**config.mk**
```make
export PLATFORM = sky130hd
export DESIGN_NAME = spi_minion
export DESIGN_NICKNAME = d
export VERILOG_FILES = /design/src/rtl/spi_minion.sv
export SDC_FILE = /design/constraint.sdc
export NUM_CORES = 1
export LEC_CHECK = 0
export ABC_AREA = 1
export BUFFER_PORTS_ARGS = -buffer_cell sky130_fd_sc_hd__buf_2
export CAP_MARGIN = 20
export CORE_MARGIN = 5
export CORE_UTILIZATION = 57
export DETAILED_ROUTE_END_ITERATION = 12
export GPL_TIMING_DRIVEN = 1
export PLACE_DENSITY = 0.83
export RECOVER_POWER = 25
export SLEW_MARGIN = 20
export SYNTH_ARGS = -nofsm -noshare
export SYNTH_HDL_FRONTEND = slang
export SYNTH_SLANG_ARGS = --single-unit
```
**constraint.sdc**
```tcl
create_clock -name clk -period 2 [get_ports clk]
set_clock_uncertainty 0.1 [all_clocks]
set_input_delay 0.1 -clock clk [delete_from_list [all_inputs] [get_ports clk]]
set_output_delay 0.1 -clock clk [all_outputs]
set_load 0.05 [all_outputs]
```
**src/rtl/spi_minion.sv**
```systemverilog
// SPI minion (mode 0): synchronizes the master's cs/sclk/mosi into clk, shifts
// fixed nbits-wide packets in on mosi and out on miso, and hands packets downstream.
module spi_minion #(
    parameter int nbits = 34
) (
    input  logic             clk,
    input  logic             reset,
    input  logic             cs,
    input  logic             sclk,
    input  logic             mosi,
    output logic             miso,
    output logic             recv_val,
    input  logic             recv_rdy,
    output logic [nbits-1:0] recv_msg,
    input  logic             send_val,
    output logic             send_rdy,
    input  logic [nbits-1:0] send_msg,
    output logic             overflow,
    output logic             frame_err,
    output logic [0:0]       dbg_state
);

    localparam int CW = $clog2(nbits + 1);
    localparam logic [CW-1:0] CNT_FULL = CW'(nbits);
    localparam logic [CW-1:0] CNT_LAST = CW'(nbits - 1);

    localparam logic [0:0] IDLE   = 1'b0;
    localparam logic [0:0] ACTIVE = 1'b1;

    logic [0:0]       state;
    logic [CW-1:0]    bit_cnt;
    logic [nbits-1:0] rx_shift;
    logic [nbits-1:0] tx_shift;
    logic             done_q;

    logic cs_s1, cs_s2, cs_s3;
    logic sclk_s1, sclk_s2, sclk_s3;
    logic mosi_s1, mosi_s2;

    logic sclk_pos, sclk_neg, cs_fall, cs_rise;
    logic done;
    logic recv_write;

    // Two synchronizer stages per input; the third cs/sclk stage is only for edge detection.
    always_ff @(posedge clk or negedge reset) begin
        if (!reset) begin
            cs_s1   <= 1'b1;
            cs_s2   <= 1'b1;
            cs_s3   <= 1'b1;
            sclk_s1 <= 1'b0;
            sclk_s2 <= 1'b0;
            sclk_s3 <= 1'b0;
            mosi_s1 <= 1'b0;
            mosi_s2 <= 1'b0;
        end else begin
            cs_s1   <= cs;
            cs_s2   <= cs_s1;
            cs_s3   <= cs_s2;
            sclk_s1 <= sclk;
            sclk_s2 <= sclk_s1;
            sclk_s3 <= sclk_s2;
            mosi_s1 <= mosi;
            mosi_s2 <= mosi_s1;
        end
    end

    assign sclk_pos = sclk_s2 & ~sclk_s3;
    assign sclk_neg = ~sclk_s2 & sclk_s3;
    assign cs_fall  = ~cs_s2 & cs_s3;
    assign cs_rise  = cs_s2 & ~cs_s3;

    // The shift that brings the counter to nbits completes the packet; saturation
    // of the counter guarantees this fires at most once per frame.
    assign done = (state == ACTIVE) && !cs_rise && sclk_pos && (bit_cnt == CNT_LAST);

    // Handshake: recv_msg is transferred on any cycle with recv_val && recv_rdy;
    // recv_val stays high and recv_msg stable until that transfer happens. send_rdy
    // is a one-cycle grant at frame start, independent of send_val; send_msg is
    // taken on that cycle only if send_val is high.
    assign send_rdy   = (state == IDLE) && cs_fall;
    assign recv_write = done_q && (!recv_val || recv_rdy);

    assign miso      = (state == ACTIVE) ? tx_shift[nbits-1] : 1'b0;
    assign dbg_state = state;

    always_ff @(posedge clk or negedge reset) begin
        if (!reset) begin
            state     <= IDLE;
            bit_cnt   <= '0;
            rx_shift  <= '0;
            tx_shift  <= '0;
            done_q    <= 1'b0;
            recv_msg  <= '0;
            recv_val  <= 1'b0;
            overflow  <= 1'b0;
            frame_err <= 1'b0;
        end else begin
            done_q    <= done;
            overflow  <= 1'b0;
            frame_err <= 1'b0;

            case (state)
                IDLE: begin
                    if (cs_fall) begin
                        state    <= ACTIVE;
                        bit_cnt  <= '0;
                        rx_shift <= '0;
                        tx_shift <= send_val ? send_msg : '0;
                    end
                end
                ACTIVE: begin
                    if (cs_rise) begin
                        state <= IDLE;
                        if (bit_cnt != CNT_FULL) begin
                            frame_err <= 1'b1;
                        end
                    end else begin
                        if (sclk_pos && (bit_cnt != CNT_FULL)) begin
                            rx_shift <= {rx_shift[nbits-2:0], mosi_s2};
                            bit_cnt  <= bit_cnt + 1'b1;
                        end
                        if (sclk_neg) begin
                            tx_shift <= {tx_shift[nbits-2:0], 1'b0};
                        end
                    end
                end
                default: state <= IDLE;
            endcase

            if (recv_write) begin
                recv_msg <= rx_shift;
                recv_val <= 1'b1;
            end else if (recv_val && recv_rdy) begin
                recv_val <= 1'b0;
            end

            if (done_q && recv_val && !recv_rdy) begin
                overflow <= 1'b1;
            end
        end
    end

endmodule

```
# --- Word level (Yosys, flattened, before mapping) ---
# Cells that the tools add are included.
word_totals:
  register_bits: 121
  latch_bits: 0
  ramBits: 0
  mem_bits_ro: 0
  input_bits: 41
  output_inout_bits: 40
  wordCells: 72
  n_memories: 0
op_classes:
  add_sub_neg: 1
  n_mul: 0
  div: 0
  n_lt_le_gt_ge: 0
  n_eq_ne: 6
  shifts: 0
  mux: 23
  bitwise: 9
  n_reduce_logical: 16
op_table:
  columns: ["op", "n"]
  rows:
  - ["34-bit two-way mux", 7]
  - ["34-bit case mux with 2 select lines", 2]
  - ["6-bit two-way mux", 3]
  - ["6-bit case mux with 2 select lines", 1]
  - ["1-bit logical AND", 9]
  - ["1-bit two-way mux", 9]
  - ["6-bit by 1-bit adder with 6-bit output, second input constant", 1]
  - ["6-bit equality test, second input constant", 1]
  - ["6-bit != test, second input constant", 1]
  - ["3-bit AND reduction", 2]
  - ["1-bit NOT", 5]
  - ["1-bit bitwise AND", 4]
  - ["2-bit by 1-bit != test with 1-bit output, second input constant", 2]
  - ["2-bit != test, second input constant", 2]
  - ["1-bit logical NOT", 3]
  - ["1-bit case mux with 2 select lines", 1]
  - ["2-bit nonzero test", 1]
  - ["1-bit logical OR", 1]

# --- Depth between registers and ports, before layout ---
logic_depth:
  depth_word: 6
  ltp_mapped: 9
  ltp_nobuf: 8

# --- Least setup slack after synthesis ---
# No wires, ideal clock.
synth_timing:
  path_kind: "flip-flop to output port"
  startpoint: "register state, in the netlist dbg_state"
  endpoint: "output miso"
  t_arrival_ns: 1.520
  t_required_ns: 1.800
  path_slack_ns: 0.280
  stages_incl_launch_ff: 5
  path_buffers: 2
  path_cell_list: "dfrtp_1 buf_4 clkbuf_1 nand2_1 inv_1"
synth_between:
  elab_chain_len: 1
synth_rtl:
  columns: ["element", "line", "text"]
  rows:
  - ["start, declared", "30", "logic [0:0] state;"]
  - ["start signal, assigned", "88", "state <= IDLE;"]
  - ["start signal, assigned", "105", "state <= ACTIVE;"]
  - ["start signal, assigned", "113", "state <= IDLE;"]
  - ["1-bit two-way mux", "83", "assign miso = (state == ACTIVE) ? tx_shift[nbits-1] : 1'b0;"]
  - ["end, declared", "11", "output logic miso,"]
# Every way passes these cells.

# --- Final worst setup path ---
layout_timing:
  startpoint: "register cs_s2"
  endpoint: "output send_rdy"
layout_between:
  elab_chain_len: 3
layout_rtl:
  columns: ["element", "line", "text"]
  rows:
  - ["start, declared", "36", "logic cs_s1, cs_s2, cs_s3;"]
  - ["start signal, assigned", "57", "cs_s2 <= cs_s1;"]
  - ["1-bit NOT", "69", "assign cs_fall = ~cs_s2 & cs_s3;"]
  - ["1-bit bitwise AND", "69", null]
  - ["1-bit logical AND", "80", "assign send_rdy = (state == IDLE) && cs_fall;"]
  - ["end, declared", "16", "output logic send_rdy,"]
# Every way passes these cells.

==> results.ini <==
[yosys]
syn_inst=653
yosysMostFrequentCell=nand2_1
synth_ff_type=dfrtp_1
synthArstFlopShare_pct=100
synth_top_cells_by_area=dfrtp_1 (55%), nand2_1 (21%), nand3_1 (14%)
yosysTopAreaCell=dfrtp_1
ys.warnings.count=0
synth.avg_cell_area_sq_um=8.16
synth_nets=697
synth_edf_count=0
syn-cell-area_sq_um=5330
yosys.area.top_type_share_pct=55.4
ys_seq_elements=121
synth.distinct_cells=18
ys_seq_area_share_pct=56.9
synth_common_cells=nand2_1 (296), nand3_1 (151), dfrtp_1 (118), clkbuf_1 (19), inv_1 (19)

[layout]
nets=810
final_area_sq_um=6810
layout-drive-gt1-share_pct=17.6
num-fill-cells=670
fin_cells=889
syn2layout_area_growth_pct=27.8
diodes=0

[sta]
drv_slew=0
setup_tns_ps=0
min_period_ps=1900
rsz0062_at_grt=false
relSlewSlack_pct=13.7
hold_viol=0
fmax_mhz=527
setup_viol=0
period_share_pct=95.0
tightest_slew_ps=1290

[pwr]
power_density_nw_per_um2=993
ir_drop_uv=865
leakagePower_nw=3.92

[route]
drtPass1Iterations=5
drc=0
ant_nets=0
drt-vias-per-instance=5.29
num_vias=4703
drt-total-wl_mm=12.1
drt-initial-drc-count=239
wl_per_cell_um=13.7

[critical_path]
criticalPathCategory=flip-flop to primary output
critPathMaxStageDelay_ps=550
end_kind=primary output
crit_required_ps=1800
cp.arrival_ps=1700
crit_chain=inv_1, nand3_2, buf_4, inv_1, clkbuf_4
rr_startpoint=bit_cnt[0]
reg2reg_depth=8
worst_r2r_endpoint=bit_cnt[2]
cpMostUsedCell=inv_1
critPathLaunchType=flip-flop
slowest_stage=dfstp_2
path_buf_inv=4
path_delay_family=flip-flops
cp_max_fo=16
ff2ff_setup_slack_ps=430

[cts]
cts_setup_buffers=0
cts_made_buffers=17
cts_tree=done
clkTransAtPathRegs_ps=60
clock_path_buffers=2
clk_latency_ps=520
cts_max_level=4
cts_root_buf=clkbuf_8
clkSinkCount=121

[die]
initial_core_util_pct=58.0
fp.dieH_um=107
die_w_um=107
core_sq_um=9200
rows=35
die-area_sq_um=11400
io_pins=81

[place]
gp_congestion=0.802
place_area_sq_um=5840
dp_cells=818
dpl.hpwl_mm=7.35
io_buffers=80

[status]
status=finished clean

[global_routing]
grt_max_degree=49
grt_pass1_wl_mm=21.1
grt_pass1_vias=4603
grt_overflow_total=0
track_usage_pct=22.8
antenna_found_initial=0

[worst_hold_path]
hp-class=primary input to asynchronous set/reset pin

[job]
maxCapViolCount=0

-- power by group --
group	leakage [nW]	switching [mW]	internal, mW
logic	2.00	0.553	0.350
clock network	0.283	1.06	1.92
registers	1.63	0.174	2.71
-- per-layer routing --
| metal | wire [um] | vias to the layer above | GRT usage (%) |
|---|---|---|---|
| li1 | - | 2305 | - |
| met1 | 5050 | 2210 | 28.5 |
| met2 | 6160 | 169 | 39.0 |
| met3 | 758 | 19 | 5.54 |
| met4 | 178 | 0 | 7.21 |
| met5 | 0 | - | 0 |
-- kinds of logic after synthesis --
group	after synthesis	share of synthesized area (%)
simple gates	463	36.6
fa+ha+maj	3	0.704
flops	121	56.9
buf+inv	63	5.56
compound gates	3	0.282
-- state kept, by name, indices dropped and copies added (netlist names) --
register,cells
bit_cnt,6
cs_s1,1
cs_s2,1
cs_s3,1
dbg_state,1
done_q,1
frame_err,1
mosi_s1,1
mosi_s2,1
overflow,1
recv_msg,34
recv_val,1
rx_shift,34
sclk_s1,1
sclk_s2,1
sclk_s3,1
tx_shift,34
-- cell usage in the layout, fill, tap and decap left out, drive strengths merged --
cell	n
ha	3
clkinvlp	2
nor3	2
a21oi	1
clkinv	7
nand2	297
nor2	11
o21ai	2
bufinv	3
clkbuf	22
dlygate4sd3	39
nand3	151
dfrtp	118
dfstp	3
inv	19
buf	95
dlymetal6s4s	1
nand4	2
-- cell type report --
class / instances / area, sq um / share of cell area, %
multi-input combinational: 469 / 2010 / 29.5
inverter: 19 / 71.3 / 1.05
clock inverter: 12 / 151 / 2.22
clock buffer: 19 / 432 / 6.34
sequential: 121 / 3030 / 44.5
timing repair buffer: 138 / 980 / 14.4
tap: 111 / 139 / 2.04
-- worst reg2reg max path: cells and delay by family, from the launching register on --
kind / cells / cell delay [ps]
simple gates: 5 / 420
buf+inv: 2 / 320
fa+ha+maj: 1 / 170
flops: 1 / 460
-- what timing repair did --
action	in CTS	in global routing
endpoints found under the setup margin	0	2
hold endpoints to repair	156	0
gates resized for setup	0	2
hold buffers	40	0
-- worst max-delay path by stage --
stage,from,endpoint,cells after the start
floorplan,dbg_state,miso,4
global placement,cs_s3,bit_cnt[0],8
CTS,dbg_state,miso,4
global route,dbg_state,send_rdy,5
detailed placement,bit_cnt[0],bit_cnt[2],8
finish,cs_s2,send_rdy,5
-- per-stage QoR --
step / power [mW] / utilization, % / setup WS (ps) / hold slack, ps
after floorplan: 3.48 / - / 280 / -296
after global placement: 3.70 / 63.5 / 521 / -35.6
after detailed placement: 3.75 / 63.5 / 442 / -26.5
after CTS: 6.80 / 74.3 / 53.3 / 18.1
after global routing: 7.08 / 74.1 / 8.60 / 90.4
final: 6.77 / 74.1 / 101 / 72.2
Power figures use the tool's default switching activity.
